**config.mk**
```make
export PLATFORM = sky130hd
export DESIGN_NAME = rrv64_l2_l1d_axi_rsp_flat
export DESIGN_NICKNAME = d
export VERILOG_FILES = /design/src/rtl/rrv64_l2_l1d_axi_rsp_if.sv /design/src/rtl/rrv64_l2_l1d_axi_rsp.sv /design/src/flat_wrapper.sv
export SDC_FILE = /design/constraint.sdc
export NUM_CORES = 1
export LEC_CHECK = 0
export ABC_AREA = 1
export CAP_MARGIN = 20
export CELL_PAD_IN_SITES_DETAIL_PLACEMENT = 1
export CELL_PAD_IN_SITES_GLOBAL_PLACEMENT = 2
export CORE_AREA = 3 3 572 574
export CTS_CLUSTER_DIAMETER = 80
export DETAILED_ROUTE_END_ITERATION = 10
export DIE_AREA = 0 0 575 577
export DONT_BUFFER_PORTS = 1
export PLACE_DENSITY_LB_ADDON = 0.1
export SYNTH_ARGS = -nofsm -noshare
export SYNTH_HDL_FRONTEND = slang
export SYNTH_SLANG_ARGS = --single-unit
```
**constraint.sdc**
```tcl
create_clock -name clk -period 2.4 [get_ports clk]
set_input_delay 0.24 -clock clk [delete_from_list [all_inputs] [get_ports clk]]
set_output_delay 0.24 -clock clk [all_outputs]
set_load 0.1 [all_outputs]
```
**src/rtl/rrv64_l2_l1d_axi_rsp_if.sv**
```systemverilog
// -----------------------------------------------------------------------------
// rrv64_l2_l1d_axi_rsp_if
// AXI channel bundle between the L1D (master) and the L2-side responder
// (slave). Fixed 4-beat line bursts only, so there are no len/size/burst
// fields.
//   AR : ar_valid, ar_ready, ar_id, ar_addr
//   R  : r_valid, r_ready, r_id, r_data, r_last, r_resp
//   AW : aw_valid, aw_ready, aw_id, aw_addr
//   W  : w_valid, w_ready, w_data, w_last
//   B  : b_valid, b_ready, b_id, b_resp
// -----------------------------------------------------------------------------
interface rrv64_l2_l1d_axi_rsp_if #(
  parameter int ID_W   = 3,
  parameter int ADDR_W = 56,
  parameter int DATA_W = 128
);
  logic              ar_valid;
  logic              ar_ready;
  logic [ID_W-1:0]   ar_id;
  logic [ADDR_W-1:0] ar_addr;

  logic              r_valid;
  logic              r_ready;
  logic [ID_W-1:0]   r_id;
  logic [DATA_W-1:0] r_data;
  logic              r_last;
  logic [1:0]        r_resp;

  logic              aw_valid;
  logic              aw_ready;
  logic [ID_W-1:0]   aw_id;
  logic [ADDR_W-1:0] aw_addr;

  logic              w_valid;
  logic              w_ready;
  logic [DATA_W-1:0] w_data;
  logic              w_last;

  logic              b_valid;
  logic              b_ready;
  logic [ID_W-1:0]   b_id;
  logic [1:0]        b_resp;

  modport master (
    output ar_valid, ar_id, ar_addr, input ar_ready,
    input  r_valid, r_id, r_data, r_last, r_resp, output r_ready,
    output aw_valid, aw_id, aw_addr, input aw_ready,
    output w_valid, w_data, w_last, input w_ready,
    input  b_valid, b_id, b_resp, output b_ready
  );

  modport slave (
    input  ar_valid, ar_id, ar_addr, output ar_ready,
    output r_valid, r_id, r_data, r_last, r_resp, input r_ready,
    input  aw_valid, aw_id, aw_addr, output aw_ready,
    input  w_valid, w_data, w_last, output w_ready,
    output b_valid, b_id, b_resp, input b_ready
  );
endinterface

```
**src/rtl/rrv64_l2_l1d_axi_rsp.sv**
```systemverilog
// -----------------------------------------------------------------------------
// rrv64_l2_l1d_axi_rsp
// L2-side AXI responder for the L1D channel. Turns 4-beat 128-bit line
// refills (AR/R) and writebacks (AW/W/B) into single 512-bit line requests
// to the L2 core. One line in flight at a time.
// Ports:
//   clk, rst          : clock, synchronous active-high reset
//   axi (slave)       : AR/R/AW/W/B channels from the L1D
//   l2_req_valid_o    : line request valid (held until l2_req_ready_i)
//   l2_req_ready_i    : L2 accepts the request
//   l2_req_wr_o       : 1 = line write, 0 = line read
//   l2_req_addr_o     : line address (addr[55:6])
//   l2_req_data_o     : assembled write line
//   l2_rsp_valid_i    : read line return pulse (no backpressure)
//   l2_rsp_data_i     : returned line
// -----------------------------------------------------------------------------
module rrv64_l2_l1d_axi_rsp #(
  parameter int ID_W        = 3,
  parameter int ADDR_W      = 56,
  parameter int DATA_W      = 128,
  parameter int LINE_W      = 512,
  parameter int BURST_N     = 4,
  parameter int LINE_ADDR_W = ADDR_W - 6
) (
  input  logic                   clk,
  input  logic                   rst,
  rrv64_l2_l1d_axi_rsp_if.slave  axi,
  output logic                   l2_req_valid_o,
  input  logic                   l2_req_ready_i,
  output logic                   l2_req_wr_o,
  output logic [LINE_ADDR_W-1:0] l2_req_addr_o,
  output logic [LINE_W-1:0]      l2_req_data_o,
  input  logic                   l2_rsp_valid_i,
  input  logic [LINE_W-1:0]      l2_rsp_data_i
);

  localparam int CNT_W = $clog2(BURST_N);
  localparam logic [CNT_W-1:0] CNT_LAST = CNT_W'(BURST_N - 1);

  typedef enum logic [2:0] {
    S_IDLE    = 3'd0,
    S_RD_REQ  = 3'd1,
    S_RD_WAIT = 3'd2,
    S_RD_BEAT = 3'd3,
    S_WR_DATA = 3'd4,
    S_WR_REQ  = 3'd5,
    S_WR_RESP = 3'd6
  } state_e;

  state_e                 state_q, state_d;
  logic [CNT_W-1:0]       cnt_q, cnt_d;
  logic [LINE_W-1:0]      buf_q, buf_d;
  logic [ID_W-1:0]        id_q, id_d;
  logic [LINE_ADDR_W-1:0] addr_q, addr_d;
  logic                   err_q, err_d;
  logic                   prio_rd_q, prio_rd_d;

  logic                   grant_rd_s;
  logic                   ar_ready_s;
  logic                   aw_ready_s;
  logic                   in_idle_s;
  logic                   unused_addr_lo_s;

  // Byte offset inside the line is ignored: bursts always start at beat 0.
  assign unused_addr_lo_s = ^{axi.ar_addr[5:0], axi.aw_addr[5:0]};

  // Arbitration: a lone valid wins; with both or neither, the round-robin bit
  // picks. Exactly one ready is high in IDLE and none during reset.
  assign grant_rd_s = axi.ar_valid ? (!axi.aw_valid || prio_rd_q)
                                   : (!axi.aw_valid && prio_rd_q);
  assign in_idle_s  = (state_q == S_IDLE) && !rst;
  assign ar_ready_s = in_idle_s && grant_rd_s;
  assign aw_ready_s = in_idle_s && !grant_rd_s;

  // Next-state and datapath update logic.
  always_comb begin
    state_d   = state_q;
    cnt_d     = cnt_q;
    buf_d     = buf_q;
    id_d      = id_q;
    addr_d    = addr_q;
    err_d     = err_q;
    prio_rd_d = prio_rd_q;
    case (state_q)
      S_IDLE: begin
        if (axi.ar_valid && ar_ready_s) begin
          id_d      = axi.ar_id;
          addr_d    = axi.ar_addr[ADDR_W-1:6];
          cnt_d     = '0;
          prio_rd_d = ~prio_rd_q;
          state_d   = S_RD_REQ;
        end else if (axi.aw_valid && aw_ready_s) begin
          id_d      = axi.aw_id;
          addr_d    = axi.aw_addr[ADDR_W-1:6];
          cnt_d     = '0;
          err_d     = 1'b0;
          prio_rd_d = ~prio_rd_q;
          state_d   = S_WR_DATA;
        end else begin
          state_d = S_IDLE;
        end
      end
      S_RD_REQ: begin
        if (l2_req_ready_i) begin
          state_d = S_RD_WAIT;
        end else begin
          state_d = S_RD_REQ;
        end
      end
      S_RD_WAIT: begin
        if (l2_rsp_valid_i) begin
          buf_d   = l2_rsp_data_i;
          cnt_d   = '0;
          state_d = S_RD_BEAT;
        end else begin
          state_d = S_RD_WAIT;
        end
      end
      S_RD_BEAT: begin
        if (axi.r_ready) begin
          cnt_d   = cnt_q + 1'b1;
          state_d = (cnt_q == CNT_LAST) ? S_IDLE : S_RD_BEAT;
        end else begin
          state_d = S_RD_BEAT;
        end
      end
      S_WR_DATA: begin
        if (axi.w_valid) begin
          buf_d[cnt_q*DATA_W +: DATA_W] = axi.w_data;
          cnt_d = cnt_q + 1'b1;
          // A burst that is short or long is answered SLVERR and never
          // reaches the L2.
          if (axi.w_last && (cnt_q != CNT_LAST)) begin
            err_d   = 1'b1;
            state_d = S_WR_RESP;
          end else if (cnt_q == CNT_LAST) begin
            err_d   = !axi.w_last;
            state_d = axi.w_last ? S_WR_REQ : S_WR_RESP;
          end else begin
            state_d = S_WR_DATA;
          end
        end else begin
          state_d = S_WR_DATA;
        end
      end
      S_WR_REQ: begin
        if (l2_req_ready_i) begin
          state_d = S_WR_RESP;
        end else begin
          state_d = S_WR_REQ;
        end
      end
      S_WR_RESP: begin
        if (axi.b_ready) begin
          err_d   = 1'b0;
          state_d = S_IDLE;
        end else begin
          state_d = S_WR_RESP;
        end
      end
      default: begin
        state_d = S_IDLE;
      end
    endcase
  end

  // State register.
  always_ff @(posedge clk) begin
    if (rst) begin
      state_q <= S_IDLE;
    end else begin
      state_q <= state_d;
    end
  end

  // Datapath registers; reset discards any buffered line.
  always_ff @(posedge clk) begin
    if (rst) begin
      cnt_q     <= '0;
      buf_q     <= '0;
      id_q      <= '0;
      addr_q    <= '0;
      err_q     <= 1'b0;
      prio_rd_q <= 1'b1;
    end else begin
      cnt_q     <= cnt_d;
      buf_q     <= buf_d;
      id_q      <= id_d;
      addr_q    <= addr_d;
      err_q     <= err_d;
      prio_rd_q <= prio_rd_d;
    end
  end

  // Outputs decode straight from flops, so r_data/r_last stay stable under
  // backpressure and l2_req_* stay stable until accepted.
  assign axi.ar_ready  = ar_ready_s;
  assign axi.aw_ready  = aw_ready_s;
  assign axi.r_valid   = (state_q == S_RD_BEAT);
  assign axi.r_data    = (state_q == S_RD_BEAT) ? buf_q[cnt_q*DATA_W +: DATA_W] : '0;
  assign axi.r_last    = (state_q == S_RD_BEAT) && (cnt_q == CNT_LAST);
  assign axi.r_id      = id_q;
  assign axi.r_resp    = 2'b00;
  assign axi.w_ready   = (state_q == S_WR_DATA);
  assign axi.b_valid   = (state_q == S_WR_RESP);
  assign axi.b_id      = id_q;
  assign axi.b_resp    = ((state_q == S_WR_RESP) && err_q) ? 2'b10 : 2'b00;
  assign l2_req_valid_o = (state_q == S_RD_REQ) || (state_q == S_WR_REQ);
  assign l2_req_wr_o    = (state_q == S_WR_REQ);
  assign l2_req_addr_o  = addr_q;
  assign l2_req_data_o  = buf_q;

endmodule

```
**src/flat_wrapper.sv**
```systemverilog
// flat-port wrapper written by rule: the top's interface ports become plain ports
module rrv64_l2_l1d_axi_rsp_flat 
#(
  parameter int ID_W        = 3,
  parameter int ADDR_W      = 56,
  parameter int DATA_W      = 128,
  parameter int LINE_W      = 512,
  parameter int BURST_N     = 4,
  parameter int LINE_ADDR_W = ADDR_W - 6
)
  (clk, rst, l2_req_valid_o, l2_req_ready_i, l2_req_wr_o, l2_req_addr_o, l2_req_data_o, l2_rsp_valid_i, l2_rsp_data_i, axi_ar_valid, axi_ar_id, axi_ar_addr, axi_ar_ready, axi_r_valid, axi_r_id, axi_r_data, axi_r_last, axi_r_resp, axi_r_ready, axi_aw_valid, axi_aw_id, axi_aw_addr, axi_aw_ready, axi_w_valid, axi_w_data, axi_w_last, axi_w_ready, axi_b_valid, axi_b_id, axi_b_resp, axi_b_ready);
  rrv64_l2_l1d_axi_rsp_if #(.ID_W(ID_W), .ADDR_W(ADDR_W), .DATA_W(DATA_W)) axi_i ();
  input  logic clk;
  input  logic rst;
  output logic l2_req_valid_o;
  input  logic l2_req_ready_i;
  output logic l2_req_wr_o;
  output logic [LINE_ADDR_W-1:0] l2_req_addr_o;
  output logic [LINE_W-1:0] l2_req_data_o;
  input  logic l2_rsp_valid_i;
  input  logic [LINE_W-1:0] l2_rsp_data_i;
  input wire logic [$bits(axi_i.ar_valid)-1:0] axi_ar_valid;
  input wire logic [$bits(axi_i.ar_id)-1:0] axi_ar_id;
  input wire logic [$bits(axi_i.ar_addr)-1:0] axi_ar_addr;
  output wire logic [$bits(axi_i.ar_ready)-1:0] axi_ar_ready;
  output wire logic [$bits(axi_i.r_valid)-1:0] axi_r_valid;
  output wire logic [$bits(axi_i.r_id)-1:0] axi_r_id;
  output wire logic [$bits(axi_i.r_data)-1:0] axi_r_data;
  output wire logic [$bits(axi_i.r_last)-1:0] axi_r_last;
  output wire logic [$bits(axi_i.r_resp)-1:0] axi_r_resp;
  input wire logic [$bits(axi_i.r_ready)-1:0] axi_r_ready;
  input wire logic [$bits(axi_i.aw_valid)-1:0] axi_aw_valid;
  input wire logic [$bits(axi_i.aw_id)-1:0] axi_aw_id;
  input wire logic [$bits(axi_i.aw_addr)-1:0] axi_aw_addr;
  output wire logic [$bits(axi_i.aw_ready)-1:0] axi_aw_ready;
  input wire logic [$bits(axi_i.w_valid)-1:0] axi_w_valid;
  input wire logic [$bits(axi_i.w_data)-1:0] axi_w_data;
  input wire logic [$bits(axi_i.w_last)-1:0] axi_w_last;
  output wire logic [$bits(axi_i.w_ready)-1:0] axi_w_ready;
  output wire logic [$bits(axi_i.b_valid)-1:0] axi_b_valid;
  output wire logic [$bits(axi_i.b_id)-1:0] axi_b_id;
  output wire logic [$bits(axi_i.b_resp)-1:0] axi_b_resp;
  input wire logic [$bits(axi_i.b_ready)-1:0] axi_b_ready;
  assign axi_i.ar_valid = axi_ar_valid;
  assign axi_i.ar_id = axi_ar_id;
  assign axi_i.ar_addr = axi_ar_addr;
  assign axi_ar_ready = axi_i.ar_ready;
  assign axi_r_valid = axi_i.r_valid;
  assign axi_r_id = axi_i.r_id;
  assign axi_r_data = axi_i.r_data;
  assign axi_r_last = axi_i.r_last;
  assign axi_r_resp = axi_i.r_resp;
  assign axi_i.r_ready = axi_r_ready;
  assign axi_i.aw_valid = axi_aw_valid;
  assign axi_i.aw_id = axi_aw_id;
  assign axi_i.aw_addr = axi_aw_addr;
  assign axi_aw_ready = axi_i.aw_ready;
  assign axi_i.w_valid = axi_w_valid;
  assign axi_i.w_data = axi_w_data;
  assign axi_i.w_last = axi_w_last;
  assign axi_w_ready = axi_i.w_ready;
  assign axi_b_valid = axi_i.b_valid;
  assign axi_b_id = axi_i.b_id;
  assign axi_b_resp = axi_i.b_resp;
  assign axi_i.b_ready = axi_b_ready;
  rrv64_l2_l1d_axi_rsp #(.ID_W(ID_W), .ADDR_W(ADDR_W), .DATA_W(DATA_W), .LINE_W(LINE_W), .BURST_N(BURST_N), .LINE_ADDR_W(LINE_ADDR_W)) u_core (.clk(clk), .rst(rst), .axi(axi_i), .l2_req_valid_o(l2_req_valid_o), .l2_req_ready_i(l2_req_ready_i), .l2_req_wr_o(l2_req_wr_o), .l2_req_addr_o(l2_req_addr_o), .l2_req_data_o(l2_req_data_o), .l2_rsp_valid_i(l2_rsp_valid_i), .l2_rsp_data_i(l2_rsp_data_i));
endmodule
```
# [After elaboration in Yosys (flattened, before gate mapping)]
# Index checks and enable logic that the tools add are counted.
[classes] n_mux=39 bitwise_logic=1 shift=3 n_addsub=2 n_reduce_logical=24 eq_ne=16
[ops] op="two-way mux 512 bit" n=2
[ops] op="one-hot mux 512 bit (2 select lines)" n=1
[ops] op="bitwise mux 512 bit" n=1
[ops] op="variable shift 128 x 34 -> 512 bit, first input constant" n=1
[ops] op="indexed part select 128 x 34 -> 512 bit" n=1
[ops] op="indexed part select 512 x 10 -> 128 bit" n=1
[ops] op="two-way mux 128 bit" n=1
[ops] op="two-way mux 50 bit" n=2
[ops] op="negator 9 -> 34 bit" n=1
[ops] op="two-way mux 3 bit" n=9
[ops] op="one-hot mux 3 bit (7 select lines)" n=1
[ops] op="two-way mux 2 bit" n=10
[ops] op="two-way mux 1 bit" n=10
[ops] op="!= test 2 bit, second input constant" n=5
[ops] op="== test 3 bit, second input constant" n=3
[ops] op="logical AND 1 bit" n=9
[ops] op="one-hot mux 2 bit (4 select lines)" n=1
[ops] op="== test 3 x 2 -> 1 bit, second input constant" n=2
[ops] op="AND reduction 6 bit" n=1
[ops] op="AND reduction 5 bit" n=1
[ops] op="logical NOT 1 bit" n=4
[ops] op="!= test 2 x 1 -> 1 bit, second input constant" n=2
[ops] op="nonzero test 2 bit" n=2
[ops] op="nonzero test 4 bit" n=1
[ops] op="other kinds (12)" n=13
[totals] ff_bits=572 wordCells=92

# [Logic depth before layout (Yosys ltp)]
# Gate-level depths: netlist of run 1.
[depth] depth_word=9 mapped_depth=16 depth_no_buf=10

# [Worst setup path after synthesis of run 1]
# OpenSTA, ideal clock, no wires.
[synth_path] path_kind="flip-flop to output port" startpoint="register u_core.state_q[0]" endpoint="output axi_r_data[108]" t_arrival_ns=4.043 stages_incl_launch_ff=7 setup_slack_ns=-1.883 path_buffers=2 cell_sequence="dfxtp_1 -> inv_1 -> nor2_1 -> inv_1 -> clkbuf_1 -> buf_2 -> a21oi_1"
[synth_via] elab_chain_len=2
[synth_rtl] item="from (decl)" line_no="rrv64_l2_l1d_axi_rsp.sv:50" text="state_e state_q, state_d;"
[synth_rtl] item="from (signal assigned)" line_no="rrv64_l2_l1d_axi_rsp.sv:172" text="state_q <= state_d;"
[synth_rtl] item="== test 3 x 2 -> 1 bit"
[synth_rtl] item="via axi_r_valid" line_no="flat_wrapper.sv:26" text="output wire logic [$bits(axi_i.r_valid)-1:0] axi_r_valid;"
[synth_rtl] item="two-way mux 128 bit" line_no="rrv64_l2_l1d_axi_rsp.sv:200" text="assign axi.r_data = (state_q == S_RD_BEAT) ? buf_q[cnt_q*DATA_W +: DATA_W] : '0;"
[synth_rtl] item="to (decl)" line_no="flat_wrapper.sv:28" text="output wire logic [$bits(axi_i.r_data)-1:0] axi_r_data;"
# The timed path passes the listed nets, and every way through them passes these cells.

# [Final worst setup path of run 1]
[layout_path] startpoint="register u_core.cnt_q[0]" endpoint="output axi_r_data[121]"
[layout_via] elab_chain_len=2
[layout_rtl] item="from (decl)" line_no="rrv64_l2_l1d_axi_rsp.sv:51" text="logic [CNT_W-1:0] cnt_q, cnt_d;"
[layout_rtl] item="from (signal assigned)" line_no="rrv64_l2_l1d_axi_rsp.sv:186" text="cnt_q <= cnt_d;"
[layout_rtl] item="indexed part select 512 x 10 -> 128 bit" line_no="rrv64_l2_l1d_axi_rsp.sv:200"
[layout_rtl] item="two-way mux 128 bit" line_no="rrv64_l2_l1d_axi_rsp.sv:200"
# No other way between the ends.

==> run_results.csv, run 1 <==
group,metric,value,unit
status,status,"finished, violations left",
status,violations,"setup timing",
grt,grt_start_max_net_pins,88,
timing,fin_setup_tns,-36800,ps
finish,multi_input_area,19500,µm²
timing,max_freq,361,MHz
worst_hold_path,holdPathEnd,"u_core.l2_req_data_o[242]$_SDFFE_PP0P_",
floorplan,fp.dieH,577,µm
logic_synthesis,ys_seq_area_share,37.6,%
logic_synthesis,synth.avg_cell_area,6.51,µm²
critical_path,slowest_stage,"dfxtp_4",
critical_path,worstReg2RegEnd,"u_core.l2_req_data_o[415]$_SDFFE_PP0P_",
timing,finalSetupViolCount,132,
critical_path,crit_path_max_fanout,11,
timing,tightestPinTransition,808,ps
logic_synthesis,synthTopCellsByArea,"dfxtp_1 38%, nor2_1 13%, a21oi_1 10%",
cts,clk_pin_slew_worst_paths,60,ps
critical_path,rr_worst_depth,9,
worst_hold_path,hp-class,"input pin to flop",
pwr,power.density,807,nW/µm²
logic_synthesis,synth-simple-area-share,24.8,%
grt,grt_antenna_before_repair,153,
floorplan,io_pins,1476,
floorplan,row_count,209,
worst_hold_path,hp-start,"l2_rsp_data_i[242]",
critical_path,startpoint_type,"flop",
logic_synthesis,synthAdderAreaFrac,0.288,%
critical_path,r2r_slack,-30,ps
logic_synthesis,post-synth-top-area-fraction,37.6,%
timing,relSlewSlack,46.1,%
floorplan,fp.dieArea,332000,µm²
place,place_congestion,0.871,
logic_synthesis,synthMuxAreaShare,0,%
cts,htree_levels,3,
pwr,irDropWorstVdd,0.668,mV
timing,hold_viol_final,0,
logic_synthesis,ys_warn_count,0,
critical_path,crit_required,2160,ps
finish,fin_cells,10700,
critical_path,worstPathArrival,2530,ps
cts,cts_num_sinks,572,
logic_synthesis,synth_flop_cell,"dfxtp_1",
critical_path,cp_cell_sequence,"buf_12 -> inv_16 -> buf_16 -> buf_12 -> buf_8 -> buf_16 -> o21ai_1 -> a21oi_2 -> buf_12",
logic_synthesis,synth_top_area_cell,"dfxtp_1",
timing,slew_viol_final,0,
finish,finish.utilization,19.5,%
routing,drtPass1Iterations,5,
place,io_buffers,0,
flow_run,maxCapViolCount,0,
critical_path,reg2reg_from,"u_core.cnt_q[0]$_SDFFE_PP0P_",
routing,vias_per_cell,3.97,
finish,fin_nets,7034,
routing,drc,0,
cts,tritoncts,"done",
cts,clock-root-buffer,"clkbuf_16",
timing,setup_ws,-367,ps
logic_synthesis,syn_inst,4670,
critical_path,critPathKind,"flop to output pin",
floorplan,core,323000,µm²
logic_synthesis,synth-seq-cells,572,
timing,fin_crit,2770,ps
cts,cts_buffer_depth,4,
finish,fillers,38000,
floorplan,initial_utilization,9.41,%
logic_synthesis,async_reset_ff_share,0,%
routing,drt-initial-drc-count,2329,
timing,post-route-period-util,115,%
timing,fin_skew,38.5,ps
routing,finalWirelength,351000,µm
grt,first_global_vias,44000,
routing,wl_per_cell,32.8,µm
finish,stdcell_area,62900,µm²
logic_synthesis,synth_edf_count,0,
logic_synthesis,synth_top_family_by_area,"compound AO/OA/AOI/OAI gates",
critical_path,end_kind,"output pin",
pwr,p_total,50.8,mW
finish,drive_above_1_share,30.1,%
cts,clk-insertion-delay-late,830,ps
finish,seq_area,11500,µm²
logic_synthesis,synth_compound_area_share,29.5,%
grt,grt_first_pass_wirelength,451000,µm
floorplan,die_x,575,µm
worst_hold_path,min_path_cells,3,
timing,rsz0062_at_grt,"true",
cts,cts_buffers,111,
place,post_dp_cell_area,44600,µm²
critical_path,cp_common_cell,"buf_12",
grt,grt.overflow.total,0,
grt,track_usage,20.0,%
pwr,p_leak,23.9,nW
logic_synthesis,synth_xor_xnor_area_share,0,%
critical_path,max_stage_delay,380,ps
finish,syn_to_final_growth,107,%
place,dp_cells,9461,
logic_synthesis,synth.distinct_cells,29,
place,post-dp-hpwl,241000,µm
logic_synthesis,synth_common_cells,"1022 x nor2_1, 624 x a21oi_1, 602 x nand2_1",
routing,vias,42500,
logic_synthesis,synth_most_common_cell,"nor2_1",
logic_synthesis,synth_area,30400,µm²
routing,ant_nets,0,
## critical path, delay by kind of cell (launching register included)
family,cells,cell delay (ps)
compound gates,2,310
flops,1,380
buf+inv,7,1020
## placed cells by master (no fill, tap or decap), types with 6 or more instances in the layout
| master | count |
|---|---|
| a21oi_1 | 495 |
| a21oi_2 | 79 |
| a21oi_4 | 50 |
| a22oi_1 | 276 |
| buf_12 | 286 |
| buf_16 | 88 |
| buf_4 | 725 |
| buf_6 | 33 |
| buf_8 | 13 |
| bufbuf_16 | 12 |
| bufinv_16 | 6 |
| clkbuf_1 | 15 |
| clkbuf_16 | 122 |
| clkbuf_8 | 24 |
| clkinv_2 | 18 |
| clkinv_4 | 6 |
| clkinvlp_4 | 9 |
| dfxtp_1 | 557 |
| dfxtp_2 | 13 |
| diode_2 | 52 |
| dlygate4sd3_1 | 759 |
| inv_1 | 66 |
| nand2_1 | 586 |
| nand2_2 | 8 |
| nand2_4 | 11 |
| nand3_1 | 123 |
| nand3_2 | 11 |
| nor2_1 | 778 |
| nor2_2 | 121 |
| nor2_4 | 129 |
| nor3_1 | 127 |
| o21ai_0 | 337 |
| o21ai_1 | 297 |
| o21ai_2 | 99 |
| o21ai_4 | 17 |
## cell families (layout without fill, tap and decap cells)
family	after synthesis	in the layout
and+or+nand+nor	1902	1902
DFF	572	572
other	1	55
buffers and inverters	533	2199
adders and majority gates	7	7
AOI/OAI and AO/OA	1655	1655
## what timing repair did
item	in CTS	in global routing
pin swaps	207	177
resized for setup	775	252
hold buffers	759	0
setup endpoints to repair	137	443
hold endpoints to repair	572	0
gates cloned	83	11
buffers inserted	133	42
## metrics by stage
stage / hold WS, ps / setup WS (ps)
after floorplan: 414 / -850
after global placement: 418 / -69.8
after detailed placement: 428 / -69.1
after CTS: 39.9 / -526
after global routing: 108 / -513
final: 159 / -367
## worst max-delay path by stage
stage,from,end,depth (start not counted)
finish,u_core.cnt_q[0]$_SDFFE_PP0P_,axi_r_data[121],9
global route,u_core.cnt_q[0]$_SDFFE_PP0P_,axi_r_data[38],9
CTS,u_core.cnt_q[0]$_SDFFE_PP0P_,axi_r_data[60],9
detailed placement,u_core.prio_rd_q$_SDFFE_PP1P_,u_core.axi.b_id[1]$_SDFFE_PP0P_,9
global placement,u_core.prio_rd_q$_SDFFE_PP1P_,u_core.axi.b_id[1]$_SDFFE_PP0P_,9
floorplan,u_core.state_q[1]$_SDFF_PP0_,axi_r_data[10],6
## metal layers
| layer | part of all wire (%) | up-vias | global-route usage (%) | wire length, µm |
|---|---|---|---|---|
| li1 | - | 19300 | - | - |
| met1 | 42 | 21200 | 24.2 | 147000 |
| met2 | 48 | 1538 | 34.8 | 170000 |
| met3 | 6.8 | 455 | 5.35 | 23900 |
| met4 | 3.0 | 72 | 5.09 | 10500 |
| met5 | 0.13 | - | 0 | 453 |
## power by group
part | internal, mW | leakage (nW) | switching, mW
clock network | 9.81 | 1.77 | 6.52
registers | 10.3 | 4.65 | 0.649
logic | 7.63 | 17.5 | 15.9
total | 27.7 | 23.9 | 23.1
## sequential cells by signal (all words and copies together) (netlist names)
register / flops
u_core.l2_req_data_o: 512
u_core.l2_req_addr_o: 50
u_core.axi.b_id: 3
u_core.state_q: 3
u_core.cnt_q: 2
u_core.err_q: 1
u_core.prio_rd_q: 1
## area by class of cell
cell class / count / share of cell area, %
Multi-Input combinational cell: 3567 / 31.0
Timing Repair inverter: 3 / 0.0537
Tap cell: 4325 / 8.60
Clock inverter: 42 / 0.676
Inverter: 77 / 0.586
Timing Repair Buffer: 1927 / 35.6
Clock buffer: 150 / 5.05
Sequential cell: 572 / 18.2
Antenna cell: 52 / 0.207
(Power assumes the default switching activity.)
==> run 2, diff against run 1 <==
- CORE_AREA: 3 3 572 574 -> 3 3 578 580
- DIE_AREA: 0 0 575 577 -> 0 0 581 583
- SKIP_LAST_GASP: default -> 1
- clock period: 2.4 -> 3.18 ns (I/O delays scaled with it)
==> run_results.csv, run 2 (synthesis gave the netlist of run 1 again) <==
group,metric,value,unit
status,status,"finished, final reports clean",
grt,track_usage,17.6,%
critical_path,crit_required,2860,ps
place,post-place-ws,446,ps
grt,grt.overflow.total,0,
timing,fin_skew,74.6,ps
floorplan,io_pins,1476,
cts,cts_num_sinks,572,
finish,largest_reg_flops,512,
critical_path,cp_cell_sequence,"inv_8 -> buf_12 -> o21ai_0 -> a21oi_2 -> buf_12",
grt,grt_first_pass_wirelength,413000,µm
cts,clock-root-buffer,"clkbuf_16",
floorplan,fp.dieH,583,µm
worst_hold_path,hp-class,"input pin to flop",
critical_path,max_stage_delay,380,ps
critical_path,slowest_stage,"dfxtp_4",
critical_path,critPathKind,"flop to output pin",
timing,post-route-period-util,96.0,%
timing,setup_ws,127,ps
grt,grt_antenna_before_repair,114,
grt,busiest_layer,"met2",
flow_run,maxCapViolCount,0,
worst_hold_path,min_path_cells,4,
critical_path,worstPathArrival,2740,ps
place,place_congestion,0.815,
routing,drc,0,
routing,ant_nets,0,
grt,grt_start_max_net_pins,110,
place,post-dp-hpwl,229000,µm
routing,vias,40700,
critical_path,startpoint_type,"flop",
critical_path,path_depth,5,
place,io_buffers,0,
timing,max_freq,328,MHz
critical_path,worstReg2RegEnd,"u_core.l2_req_data_o[105]$_SDFFE_PP0P_",
grt,first_global_vias,42900,
floorplan,die_x,581,µm
pwr,p_leak,20.9,nW
cts,clk_pin_slew_worst_paths,60,ps
floorplan,row_count,211,
timing,relSlewSlack,23.6,%
cts,cts_buffers,108,
critical_path,critPathBufInv,3,
timing,hold_viol_final,0,
finish,syn_to_final_growth,84.1,%
routing,finalWirelength,312000,µm
finish,final_common_cell,"nor2_1",
critical_path,crit_start,"u_core.cnt_q[0]$_SDFFE_PP0P_",
pwr,irDropWorstVdd,0.640,mV
critical_path,crit_path_max_fanout,73,
cts,htree_levels,3,
cts,clk-insertion-delay-late,860,ps
timing,fin_crit,3050,ps
critical_path,rr_worst_depth,10,
critical_path,path_delay_family,"buffers and inverters",
timing,finalSetupViolCount,0,
routing,drtPass1Iterations,5,
critical_path,r2r_slack,150,ps
floorplan,initial_utilization,9.23,%
finish,fin_nets,6808,
critical_path,cp_common_cell,"buf_12",
finish,drive_above_1_share,19.0,%
routing,drt-initial-drc-count,2040,
routing,wl_per_cell,29.6,µm
finish,finish.utilization,17.0,%
timing,rsz0062_at_grt,"true",
timing,slew_viol_final,0,
floorplan,core,330000,µm²
grt,gr-usage-met3,6.17,%
timing,tightestPinTransition,1140,ps
critical_path,crit_end,"axi_r_data[47]",
pwr,power.density,602,nW/µm²
cts,cts_buffer_depth,4,
finish,final_cell_mix,"1013 x nor2_1, 896 x dlygate4sd3_1, 602 x buf_4",
cts,tritoncts,"done",
floorplan,fp.dieArea,339000,µm²
critical_path,end_kind,"output pin",
grt,met2_usage,31.5,%
routing,vias_per_cell,3.86,
critical_path,reg2reg_from,"u_core.cnt_q[0]$_SDFFE_PP0P_",
grt,grt_util_met1,20.1,%
[run 2: changes by cell type in the layout (fill, tap and decap cells not counted), moves of 112 or more]
cell,previous run,this run
nor2_4,129,6
o21ai_1,297,172
buf_4,725,602
o21ai_0,337,578
nor2_2,121,9
dlygate4sd3_1,759,896
nor2_1,778,1013
[run 2: per-stage QoR]
stage / instance area, µm² / setup TNS [ps] / power, mW / hold slack, ps / std cells
2_1_floorplan: 30600 / -21560 / 15.8 / 472 / 4672
3_3_place_gp: 42800 / 0 / 20.0 / 496 / 9383
3_5_place_dp: 42800 / 0 / 20.1 / 506 / 9383
4_1_cts: 55700 / -1100 / 34.5 / 31.1 / 10500
5_1_grt: 55900 / -181 / 35.5 / 72.2 / 10500
6_report: 56000 / 0 / 33.7 / 48.4 / 10500
[run 2: power breakdown]
| part | switching [mW] | internal (mW) |
|---|---|---|
| combinational | 9.30 | 3.32 |
| sequential | 0.991 | 7.73 |
| clock | 4.86 | 7.51 |
[run 2: final cells by class]
| type | instances | area, µm² |
|---|---|---|
| diodes | 55 | 138 |
| clock buffers | 152 | 3110 |
| well taps | 4366 | 5460 |
| inverters | 77 | 332 |
| flip-flops and latches | 572 | 11500 |
| clock inverters | 42 | 532 |
| multi-input cells | 3567 | 17300 |
| repair buffers | 1707 | 17700 |
| fillers | 39100 | 274000 |
[run 2: worst min path at each step]
stage                                        from                                endpoint
floorplan           u_core.prio_rd_q$_SDFFE_PP1P_           u_core.prio_rd_q$_SDFFE_PP1P_
global placement               l2_rsp_data_i[148]  u_core.l2_req_data_o[148]$_SDFFE_PP0P_
detailed placement             l2_rsp_data_i[248]  u_core.l2_req_data_o[248]$_SDFFE_PP0P_
CTS                                axi_w_data[89]  u_core.l2_req_data_o[217]$_SDFFE_PP0P_
global route                       axi_w_data[89]  u_core.l2_req_data_o[217]$_SDFFE_PP0P_
finish                             axi_w_data[89]  u_core.l2_req_data_o[217]$_SDFFE_PP0P_
[run 2: what timing repair did]
item | CTS | global route
buffers inserted | 1 | 4
hold endpoints to repair | 571 | 0
pin swaps | 6 | 2
cloned | 3 | 2
endpoints found under the setup margin | 108 | 76
gates resized for setup | 41 | 15
hold buffers | 896 | 0
[run 2: worst register-to-register path, delay by kind of cell (launching register included)]
kind	cells	cell delay [ps]
AO/OA/AOI/OAI	2	310
adder cells (fa/ha/maj)	1	290
buffers and inverters	5	1650
flip-flops	1	380
AND/OR/NAND/NOR	2	390
[run 2: layer usage]
metal / part of all wire [%] / vias to the layer above
met3: 8.1 / 345
met1: 40 / 20200
li1: - / 18700
met4: 2.2 / 52
met5: 0.11 / -
met2: 50 / 1381
